===== config.mk =====
export PLATFORM = sky130hd
export DESIGN_NAME = uart_num_asc_tx
export DESIGN_NICKNAME = d
export VERILOG_FILES = /design/src/rtl/uart_pkg.sv /design/src/rtl/bin2bcd_seq.sv /design/src/rtl/uart_num_asc_tx.sv
export SDC_FILE = /design/constraint.sdc
export NUM_CORES = 1
export LEC_CHECK = 0
export CAP_MARGIN = 20
export CORE_MARGIN = 1.5
export CORE_UTILIZATION = 55
export DETAILED_ROUTE_END_ITERATION = 10
export DONT_BUFFER_PORTS = 1
export PLACE_DENSITY = 0.7
export REMOVE_ABC_BUFFERS = 1
export SKIP_LAST_GASP = 1
export SLEW_MARGIN = 10
export SYNTH_ARGS = -nofsm -noshare
export SYNTH_HDL_FRONTEND = slang
export SYNTH_SLANG_ARGS = --single-unit

===== constraint.sdc =====
create_clock -name clk -period 15.15 [get_ports clk]
set_input_delay 1.515 -clock clk [delete_from_list [all_inputs] [get_ports clk]]
set_output_delay 1.515 -clock clk [all_outputs]
set_load 0.05 [all_outputs]

===== src/rtl/uart_pkg.sv =====
// Shared constants, state encodings and the BCD adjust helper for the
// coordinate-to-ASCII transmit path.
package uart_pkg;

    localparam int NUM_DIGITS = 10;
    localparam int BCD_W      = 4 * NUM_DIGITS;

    localparam logic [7:0] ASC_0     = 8'h30;
    localparam logic [7:0] ASC_COMMA = 8'h2C;
    localparam logic [7:0] ASC_CR    = 8'h0D;
    localparam logic [7:0] ASC_LF    = 8'h0A;

    typedef enum logic [2:0] {
        ST_IDLE,
        ST_CONV,
        ST_SCAN,
        ST_EMIT,
        ST_WAIT,
        ST_DONE
    } tx_state_e;

    // Which kind of byte the emit pointer currently refers to.
    typedef enum logic [1:0] {
        PH_DIG,
        PH_SEP,
        PH_LF
    } emit_phase_e;

    // Double-dabble correction: every nibble >= 5 gets +3 before the shift.
    function automatic logic [BCD_W-1:0] bcd_add3(input logic [BCD_W-1:0] v);
        logic [BCD_W-1:0] r;
        r = v;
        for (int i = 0; i < NUM_DIGITS; i++) begin
            if (v[4*i +: 4] >= 4'd5) begin
                r[4*i +: 4] = v[4*i +: 4] + 4'd3;
            end
        end
        return r;
    endfunction

endpackage


===== src/rtl/bin2bcd_seq.sv =====
// Sequential 32-bit binary to 10-digit BCD converter (double-dabble).
// A start pulse loads the operand; 32 shift cycles follow and done pulses
// on the 33rd cycle after start. bcd holds its value until the next start.
module bin2bcd_seq
    import uart_pkg::*;
(
    input  logic             clk,
    input  logic             rst,
    input  logic             start,
    input  logic [31:0]      bin,
    output logic [BCD_W-1:0] bcd,
    output logic             done
);

    logic [31:0]      sh_q,  sh_d;
    logic [BCD_W-1:0] bcd_q, bcd_d;
    logic [5:0]       cnt_q, cnt_d;
    logic             done_q, done_d;
    logic [BCD_W-1:0] adj;

    // Load on start (a new start always wins), otherwise adjust-then-shift while the counter runs.
    always_comb begin
        sh_d   = sh_q;
        bcd_d  = bcd_q;
        cnt_d  = cnt_q;
        done_d = 1'b0;
        adj    = bcd_add3(bcd_q);
        if (start) begin
            sh_d  = bin;
            bcd_d = '0;
            cnt_d = 6'd32;
        end else if (cnt_q != 6'd0) begin
            {bcd_d, sh_d} = {adj, sh_q} << 1;
            cnt_d         = cnt_q - 6'd1;
            if (cnt_q == 6'd1) begin
                done_d = 1'b1;
            end
        end
    end

    // Converter registers.
    always_ff @(posedge clk or posedge rst) begin
        if (rst) begin
            sh_q   <= '0;
            bcd_q  <= '0;
            cnt_q  <= '0;
            done_q <= 1'b0;
        end else begin
            sh_q   <= sh_d;
            bcd_q  <= bcd_d;
            cnt_q  <= cnt_d;
            done_q <= done_d;
        end
    end

    assign bcd  = bcd_q;
    assign done = done_q;

endmodule


===== src/rtl/uart_num_asc_tx.sv =====
// Streams x,y,z as unsigned decimal ASCII ("x,y,z" CR LF, no leading zeros)
// into uarttx through its datain/wrsig/idle handshake.
//
// state | meaning
// IDLE  | waiting for start; coordinates latched on acceptance
// CONV  | bin2bcd_seq converting coordinate sel
// SCAN  | skipping leading zero digits, 9 down to 0
// EMIT  | waiting for tx_idle, then issuing one byte
// WAIT  | holdoff countdown, then waiting for tx_idle
// DONE  | one-cycle done pulse, back to IDLE
module uart_num_asc_tx
    import uart_pkg::*;
#(
    parameter int unsigned HOLDOFF  = 2,
    parameter bit          EOL_CRLF = 1'b1
) (
    input  logic        clk,
    input  logic        rst,
    input  logic        start,
    input  logic        clr,
    input  logic [31:0] x,
    input  logic [31:0] y,
    input  logic [31:0] z,
    output logic        busy,
    output logic        done,
    output logic [7:0]  tx_data,
    output logic        tx_wr,
    input  logic        tx_idle
);

    localparam int HOLD_W = (HOLDOFF < 1) ? 1 : $clog2(HOLDOFF + 1);
    localparam logic [HOLD_W-1:0] HOLD_INIT = HOLD_W'(HOLDOFF);

    tx_state_e         state_q, state_d;
    emit_phase_e       phase_q, phase_d;
    logic [31:0]       x_q, x_d, y_q, y_d, z_q, z_d;
    logic [1:0]        sel_q, sel_d, sel_nx;
    logic [3:0]        dig_q, dig_d;
    logic [HOLD_W-1:0] hold_q, hold_d;
    logic [7:0]        tx_data_q, tx_data_d;
    logic              tx_wr_q, tx_wr_d;
    logic              busy_q, busy_d;
    logic              done_q, done_d;

    logic              conv_start;
    logic [31:0]       conv_bin;
    logic [BCD_W-1:0]  conv_bcd;
    logic              conv_done;
    logic [3:0]        cur_digit;
    logic              scan_stop;
    logic              wait_over;
    logic              last_coord;
    logic [7:0]        emit_byte;
    logic [31:0]       next_coord;

    // Aborted conversions are simply discarded: each conversion begins with a
    // fresh load, so the converter never carries state from one run to the next.
    bin2bcd_seq u_bcd (
        .clk   (clk),
        .rst   (rst),
        .start (conv_start),
        .bin   (conv_bin),
        .bcd   (conv_bcd),
        .done  (conv_done)
    );

    // Shared decode used by both the next-state and output logic.
    always_comb begin
        cur_digit  = conv_bcd[{dig_q, 2'b00} +: 4];
        scan_stop  = (cur_digit != 4'd0) || (dig_q == 4'd0);
        wait_over  = (hold_q == '0) && tx_idle;
        last_coord = (sel_q == 2'd2);
        sel_nx     = sel_q + 2'd1;
        case (sel_nx)
            2'd0:    next_coord = x_q;
            2'd1:    next_coord = y_q;
            default: next_coord = z_q;
        endcase
        case (phase_q)
            PH_DIG:  emit_byte = ASC_0 + {4'b0000, cur_digit};
            PH_SEP:  emit_byte = !last_coord ? ASC_COMMA : (EOL_CRLF ? ASC_CR : ASC_LF);
            default: emit_byte = ASC_LF;
        endcase
    end

    // Next-state logic; clr forces IDLE from any state.
    always_comb begin
        state_d = state_q;
        if (clr) begin
            state_d = ST_IDLE;
        end else begin
            case (state_q)
                ST_IDLE: if (start) state_d = ST_CONV;
                ST_CONV: if (conv_done) state_d = ST_SCAN;
                ST_SCAN: if (scan_stop) state_d = ST_EMIT;
                ST_EMIT: if (tx_idle) state_d = ST_WAIT;
                ST_WAIT: begin
                    if (wait_over) begin
                        case (phase_q)
                            PH_DIG:  state_d = ST_EMIT;
                            PH_SEP:  state_d = !last_coord ? ST_CONV :
                                               (EOL_CRLF ? ST_EMIT : ST_DONE);
                            default: state_d = ST_DONE;
                        endcase
                    end
                end
                ST_DONE: state_d = ST_IDLE;
                default: state_d = ST_IDLE;
            endcase
        end
    end

    // Datapath and output register updates for each state.
    always_comb begin
        x_d        = x_q;
        y_d        = y_q;
        z_d        = z_q;
        sel_d      = sel_q;
        dig_d      = dig_q;
        phase_d    = phase_q;
        hold_d     = hold_q;
        tx_data_d  = tx_data_q;
        tx_wr_d    = 1'b0;
        busy_d     = busy_q;
        done_d     = 1'b0;
        conv_start = 1'b0;
        conv_bin   = next_coord;
        if (clr) begin
            busy_d = 1'b0;
        end else begin
            case (state_q)
                ST_IDLE: begin
                    if (start) begin
                        x_d        = x;
                        y_d        = y;
                        z_d        = z;
                        sel_d      = 2'd0;
                        busy_d     = 1'b1;
                        conv_start = 1'b1;
                        conv_bin   = x;
                    end
                end
                ST_CONV: begin
                    if (conv_done) begin
                        dig_d   = 4'd9;
                        phase_d = PH_DIG;
                    end
                end
                ST_SCAN: begin
                    if (!scan_stop) begin
                        dig_d = dig_q - 4'd1;
                    end
                end
                ST_EMIT: begin
                    if (tx_idle) begin
                        tx_wr_d   = 1'b1;
                        tx_data_d = emit_byte;
                        hold_d    = HOLD_INIT;
                    end
                end
                ST_WAIT: begin
                    if (hold_q != '0) begin
                        hold_d = hold_q - HOLD_W'(1);
                    end else if (tx_idle) begin
                        case (phase_q)
                            PH_DIG: begin
                                if (dig_q != 4'd0) dig_d   = dig_q - 4'd1;
                                else               phase_d = PH_SEP;
                            end
                            PH_SEP: begin
                                if (!last_coord) begin
                                    sel_d      = sel_nx;
                                    conv_start = 1'b1;
                                end else if (EOL_CRLF) begin
                                    phase_d = PH_LF;
                                end else begin
                                    done_d = 1'b1;
                                    busy_d = 1'b0;
                                end
                            end
                            default: begin
                                done_d = 1'b1;
                                busy_d = 1'b0;
                            end
                        endcase
                    end
                end
                default: ;
            endcase
        end
    end

    // State and output registers.
    always_ff @(posedge clk or posedge rst) begin
        if (rst) begin
            state_q   <= ST_IDLE;
            phase_q   <= PH_DIG;
            x_q       <= '0;
            y_q       <= '0;
            z_q       <= '0;
            sel_q     <= '0;
            dig_q     <= '0;
            hold_q    <= '0;
            tx_data_q <= 8'h00;
            tx_wr_q   <= 1'b0;
            busy_q    <= 1'b0;
            done_q    <= 1'b0;
        end else begin
            state_q   <= state_d;
            phase_q   <= phase_d;
            x_q       <= x_d;
            y_q       <= y_d;
            z_q       <= z_d;
            sel_q     <= sel_d;
            dig_q     <= dig_d;
            hold_q    <= hold_d;
            tx_data_q <= tx_data_d;
            tx_wr_q   <= tx_wr_d;
            busy_q    <= busy_d;
            done_q    <= done_d;
        end
    end

    assign busy    = busy_q;
    assign done    = done_q;
    assign tx_data = tx_data_q;
    assign tx_wr   = tx_wr_q;

endmodule


==> results of run 1 <==
## worst paths after layout
| check | endpoint | slack (ps) | cells past startpoint |
|---|---|---|---|
| setup / recovery | u_bcd.sh_q[16]$_DFFE_PP0P_ | 11780 | 7 |
| hold / removal | y_q[24]$_DFFE_PP0P_ | 480 | 2 |
| setup reg to reg | u_bcd.sh_q[16]$_DFFE_PP0P_ | 12210 | 7 |
| hold reg to reg | y_q[24]$_DFFE_PP0P_ | 480 | 2 |
| max in group asynchronous | u_bcd.sh_q[5]$_DFFE_PP0P_ | 12710 | 2 |
| min in group asynchronous | u_bcd.bcd[32]$_DFFE_PP0P_ | 1090 | 1 |
## cell usage after synthesis (11+ instances only)
library cell | number | area [um2]
nand2_1 | 386 | 1450
dfrtp_1 | 197 | 4930
a21oi_1 | 83 | 415
nor2_1 | 76 | 285
o21ai_1 | 76 | 380
mux2i_1 | 48 | 480
clkbuf_1 | 44 | 165
inv_1 | 34 | 128
a22oi_1 | 33 | 248
o21ai_0 | 31 | 155
ha_1 | 28 | 350
nand3_1 | 16 | 80.1
a211oi_1 | 14 | 105
nor3_1 | 14 | 70.1
xnor2_1 | 14 | 123
buf_2 | 13 | 65.1
buf_1 | 11 | 41.3
nand2b_1 | 11 | 68.8
## report_power, final
| part | internal (mW) | total [mW] | switching, mW |
|---|---|---|---|
| clock | 0.237 | 0.448 | 0.211 |
| sequential | 0.751 | 0.968 | 0.217 |
| combinational | 0.340 | 0.761 | 0.420 |
| total | 1.33 | 2.18 | 0.848 |
## state kept, by name, summed over array words and instances, names as in the netlist
signal,cells
z_q,32
tx_wr,1
busy,1
u_bcd.cnt_q,6
u_bcd.sh_q,32
phase_q,2
tx_data,6
state_q,3
u_bcd.bcd,40
hold_q,2
done,1
dig_q,4
u_bcd.done,1
x_q,32
y_q,32
sel_q,2
## worst max-delay path, stage by stage
cell and delay (ps):
nor3_1 420, and2_4 360, buf_4 840, nand2_1 190
o21ai_0 120, nand2_1 70, o21ai_1 100
## through the flow
| stage | instances | hold slack (ps) |
|---|---|---|
| detailed placement | 1364 | 463 |
| floorplan | 1129 | 446 |
| CTS | 1396 | 481 |
| global route | 1397 | 495 |
| finish | 1397 | 475 |
| global placement | 1364 | 458 |
## layout make-up
type,count,area [um2],share of cell area
well taps,229,287,0.0265
clock buffers,19,443,0.0409
flip-flops and latches,197,4930,0.456
multi-input cells,896,4810,0.444
clock inverters,13,136,0.0126
repair buffers,7,72.6,0.00671
inverters,36,143,0.0132
## metal layers
layer / up-vias / wire, um
met4: 0 / 288
met5: - / 0
met3: 23 / 1050
met2: 148 / 10200
li1: 3928 / -
met1: 3746 / 9720
## kinds of logic after synthesis
group           count (synthesis)  synth area share
buf+inv                       110            0.0456
mux                            53            0.0573
simple gates                  532             0.212
flops                         197             0.485
compound gates                261             0.148
other cells                     1          0.000369
xor+xnor                       20            0.0172
fa+ha+maj                      28            0.0345
==> results by group, run 1 <==
Run status
  • Status: complete, no violations

Layout
  • Layout cell share with drive strength beyond 1: 0.0462
  • # diodes: 0
  • Final net count: between 1000 and 1500
  • Commonest non-fill, non-tap cell in the layout: nand2_1
  • Area grow syn2layout: 6.45%
  • Post-route cell area: ~0.011 mm2
  • Utilization after layout: 0.600
  • Filler Cell Count: about 1600
  • Most frequent cells in the layout: 384 x nand2_1, 197 x dfrtp_1, 83 x a21oi_1

Yosys
  • Post-synth EDFFs: 0
  • Ys flop type: dfrtp_1
  • Post-synthesis cell count: approximately 1200
  • Register area share after synthesis: 0.485
  • Post-synth ARST share: 1.00
  • Synth unique cells: 55
  • Flops & latches, synth: between 150 and 200
  • Synth Cell Area: about 0.010 mm2
  • Syn avg cell area: approximately 8.5 um2
  • Synthesis Warnings: 0

Setup path
  • Crit path kind: input pin to flip-flop
  • CP max FO: 112
  • CP arrival: approximately 3700 ps
  • Critical path origin: clr
  • FF-to-FF Start: state_q[0]$_DFFE_PP0P_
  • Crit end category: flip-flop
  • Critical Path Source Type: input pin
  • Worst EP required: between 15000 and 20000 ps

Global route
  • Vias in the first global route: approximately 7500
  • Antenna violations before repair: 0
  • First-pass GRT wire length: 36.4 mm
  • GRT busiest layer: met2
  • Met3 usage: 0.0525
  • Overflow after GRT: 0
  • Met2 usage: 0.368
  • GR Util All Layers: 0.228
  • Met1 usage in global routing: 0.313
  • Largest net degree at the start of global routing: around 130

Placed design
  • PortBufs: 0
  • Post-DP HPWL: approximately 13 mm
  • Final GP Congestion: between 0.8 and 0.9
  • Placed inst area: about 0.010 mm2
  • DP Worst Slack: about 11000 ps

STA
  • Hold Vio Cnt, Final: 0
  • Final min period: roughly 3400 ps
  • RSZ-0062 raised after global routing: false
  • Worst-margin pin slew: between 1000 and 1500 ps
  • Fmax: 0.297 GHz
  • Worst Skew: 12.0 ps
  • Final Max Slew Viols: 0
  • Slew headroom: 0.237
  • Setup TNS Final: 0 ps
  • Setup violators final: 0
  • Final WS setup: 11780 ps
  • Final period util: 0.223

Power
  • Leakage power: 5.23 nW
  • Power, Total: about 2.2 mW
  • Power Density: a little over 200 mW/mm2
  • Maximum VDD drop: between 0.1 and 0.15 mV

Die
  • Die area: 0.0193 mm2
  • Die Wd: ~140 um
  • CORE AREA: 0.0180 mm2
  • Row count: 49
  • Ports: between 100 and 150
  • Die Y: approximately 140 um
  • Starting Density: 0.564

Clock network
  • Post-CTS Resized: 0
  • Root buf cell: clkbuf_16
  • Clock tree sinks: approximately 200
  • Clk pin slew, worst setup/hold paths: about 70 ps
  • H-tree levels: 4
  • Clk Latency, worst-skew pair: about 430 ps
  • Post-CTS Setup Bufs: 0
  • Total CTS buffers: 17
  • CTS hold repair buffers: 0
  • CTS tree: built
  • Clock buffer depth: 2

Flow run
  • Max cap viols: 0

Route
  • Vias per cell: around 5.6
  • Drt initial violations: about 510
  • Post-DRT Antenna Nets: 0
  • Post-route DRC violation count: 0
  • DRT Wirelength: between 20 and 25 mm
  • Pre-antenna DRT Iters: 5
  • DR WL/cell: 15.2 um
  • Vias: between 7000 and 8000

Min path
  • Hold Path Class: flip-flop to flip-flop
  • Hold_sp: y_q[24]$_DFFE_PP0P_
Note: power is estimated with default switching activity, not from simulation.
==> run 2, diff against run 1 <==
PLACE_DENSITY = 0.73   (was 0.7)
clock period = 2.8 ns   (was 15.15 ns; I/O delays follow)
==> results by group, run 2 (same netlist as run 1, synthesis figures left out) <==
Min path
  • Hold path depth: 2 (unchanged)
  • Hold_sp: clr (was y_q[24]$_DFFE_PP0P_)
  • Hold EP: phase_q[0]$_DFFE_PP0P_ (was y_q[24]$_DFFE_PP0P_)
  • Hold Path Class: input pin to flip-flop (was flip-flop to flip-flop)

Die
  • Ports: 112 (unchanged)
  • Row count: 49 (unchanged)
  • Die area: 0.0193 mm2 (unchanged)
  • CORE AREA: 0.0180 mm2 (unchanged)
  • Die Wd: 139 um (unchanged)
  • Die Y: 139 um (unchanged)
  • Starting Density: 0.564 (unchanged)

Route
  • Drt initial violations: 470 (was 508)
  • DRT Wirelength: 23.1 mm (was 21.3 mm)
  • Vias: 8458 (was 7845)
  • Vias per cell: 5.61 (was 5.62)
  • DR WL/cell: 15.3 um (was 15.2 um)
  • Pre-antenna DRT Iters: 5 (unchanged)
  • Post-DRT Antenna Nets: 0 (unchanged)
  • Post-route DRC violation count: 0 (unchanged)

Clock network
  • Total CTS buffers: 17 (unchanged)
  • Clock buffer depth: 2 (unchanged)
  • Clk pin slew, worst setup/hold paths: 80 ps (was 70 ps)
  • H-tree levels: 4 (unchanged)
  • Root buf cell: clkbuf_16 (unchanged)
  • CTS tree: built (unchanged)
  • Post-CTS Resized: 0 (unchanged)
  • Clk Latency, worst-skew pair: 450 ps (was 430 ps)
  • Clock tree sinks: 197 (unchanged)

STA
  • Worst Skew: 10.5 ps (was 12.0 ps)
  • Hold_ws: 41.6 ps (was 475 ps)
  • Setup violators final: 0 (unchanged)
  • Final period util: 0.851
  • Worst-margin pin slew: 840 ps (was 1140 ps)
  • Slew headroom: 0.440 (was 0.237)
  • Hold Vio Cnt, Final: 0 (unchanged)
  • RSZ-0062 raised after global routing: false (unchanged)
  • Final Max Slew Viols: 0 (unchanged)
  • Fmax: roughly 0.42 GHz
  • Final min period: between 2000 and 2500 ps

Setup path
  • FF-to-FF Start: dig_q[0]$_DFFE_PP0P_ (was state_q[0]$_DFFE_PP0P_)
  • Cell with the largest stage delay on the worst path: mux4_2 (was buf_4)
  • Crit-path max cell delay: 560 ps (was 840 ps)
  • Critical Path Source Type: flip-flop (was input pin)
  • Crit path kind: flip-flop to flip-flop (was input pin to flip-flop)
  • R2r setup slk: 420 ps (was 12210 ps)
  • CP max FO: 9 (was 112)
  • Reg-to-reg critical path endpoint: dig_q[1]$_DFFE_PP0P_ (was u_bcd.sh_q[16]$_DFFE_PP0P_)
  • Worst r2r path cells: 5 (was 7)
  • CP arrival: 2710 ps (was 3730 ps)
  • Crit end category: flip-flop (unchanged)
  • Crit-path cells: mux4_2 -> a211oi_1 -> and4_1 -> o21ai_1 -> a32o_1 (was nor3_1 -> and2_4 -> buf_4 -> nand2_1 -> o21ai_0 -> nand2_1 -> o21ai_1)
  • Worst EP required: 3130 ps (was 15510 ps)

Global route
  • First-pass GRT wire length: 40.2 mm (was 36.4 mm)
  • GR Util All Layers: 0.250 (was 0.228)
  • Antenna violations before repair: 0 (unchanged)
  • Vias in the first global route: 8403 (was 7475)
  • Overflow after GRT: 0 (unchanged)
  • Largest net degree at the start of global routing: 118 (was 131)

Placed design
  • Dpl cells: 1378 (was 1364)
  • Post-DP HPWL: 13.8 mm (was 12.9 mm)
  • Final GP Congestion: 0.842 (was 0.801)
  • Placed inst area: 0.0104 mm2 (was 0.0102 mm2)
  • PortBufs: 0 (unchanged)

Power
  • Psw: 4.83 mW (was 848 uW)
  • Power Density: 1020 mW/mm2 (was 201 mW/mm2)
  • Power, Total: 12.2 mW (was 2.18 mW)
  • Leakage power: 5.74 nW (was 5.23 nW)
  • Int Power: 7.35 mW (was 1.33 mW)
  • Logic pwr share: 0.359 (was 0.350)
  • Maximum VDD drop: 0.832 mV (was 0.105 mV)
  • Power share of the clock group: 0.210 (was 0.206)
  • Sequential share of power: 0.430 (was 0.445)
  • Switching Fraction: 0.397 (was 0.390)

Run status
  • Status: complete, no violations (unchanged)

Layout
  • Area grow syn2layout: 18.0% (was 6.45%)
  • Post-route cell area: 0.0120 mm2 (was 0.0108 mm2)
  • Utilization after layout: 0.665 (was 0.600)
  • Most frequent cells in the layout: 384 x nand2_1, 197 x dfrtp_1, 99 x dlygate4sd3_1 (was 384 x nand2_1, 197 x dfrtp_1, 83 x a21oi_1)
  • Non-Filler Instances: 1509 (was 1397)
  • Max reg flops: 40 (unchanged)
  • Layout cell share with drive strength beyond 1: 0.0531 (was 0.0462)
  • Commonest non-fill, non-tap cell in the layout: nand2_1 (unchanged)
  • Final net count: 1396 (was 1284)
  • # diodes: 0 (unchanged)

Flow run
  • Max cap viols: 0 (unchanged)
==> run 2: worst max path at each step <==
| stage | startpoint | to | slack [ps] | cells after the start |
|---|---|---|---|---|
| 2_1_floorplan | rst | busy$_DFFE_PP0P_ | -2850 | 1 |
| 3_3_place_gp | dig_q[0]$_DFFE_PP0P_ | dig_q[1]$_DFFE_PP0P_ | 500 | 5 |
| 3_5_place_dp | dig_q[0]$_DFFE_PP0P_ | dig_q[1]$_DFFE_PP0P_ | 480 | 5 |
| 4_1_cts | dig_q[0]$_DFFE_PP0P_ | dig_q[1]$_DFFE_PP0P_ | 450 | 5 |
| 5_1_grt | dig_q[0]$_DFFE_PP0P_ | dig_q[1]$_DFFE_PP0P_ | 210 | 8 |
| 6_report | dig_q[0]$_DFFE_PP0P_ | dig_q[1]$_DFFE_PP0P_ | 420 | 5 |
==> run 2: layout make-up <==
class,count,area [um2]
Clock buffer,17,425
Clock inverter,15,209
Fill cell,1447,6030
Inverter,36,143
Multi-Input combinational cell,896,4800
Sequential cell,197,4930
Tap cell,229,287
Timing Repair Buffer,119,1200
==> run 2: timing repair <==
item,in CTS,in global routing
endpoints found under the hold margin,210,0
buffers inserted,0,0
hold buffers,99,0
==> run 2: power by group through the flow <==
stage,registers (mW),clock network (mW),logic [mW]
after global placement,5.24,0,4.07
after floorplan,5.00,0,3.46
final,5.25,2.56,4.38
after detailed placement,5.27,0,4.23
after CTS,5.23,2.60,4.37
after global routing,5.43,2.70,5.10
==> run 2: metal layers <==
layer  GRT usage  part of all wire  vias up
met5           0                 0        -
met4      0.0630             0.010        0
met3      0.0549             0.047       23
met2       0.416              0.49      200
met1       0.335              0.45     4095
li1            -                 -     4140
==> run 2: critical path, delay by kind of cell, from the launching register on <==
kind,cells,cell delay (ps)
AO/OA/AOI/OAI,3,770
multiplexers,1,560
flip-flops,1,550
AND/OR/NAND/NOR,1,390
==> run 2: through the flow <==
stage                     TNS [ps]  setup WS [ps]
after floorplan            -773930          -2850
after global placement           0            502
after detailed placement         0            479
after CTS                        0            452
after global routing             0            214
final                            0            418
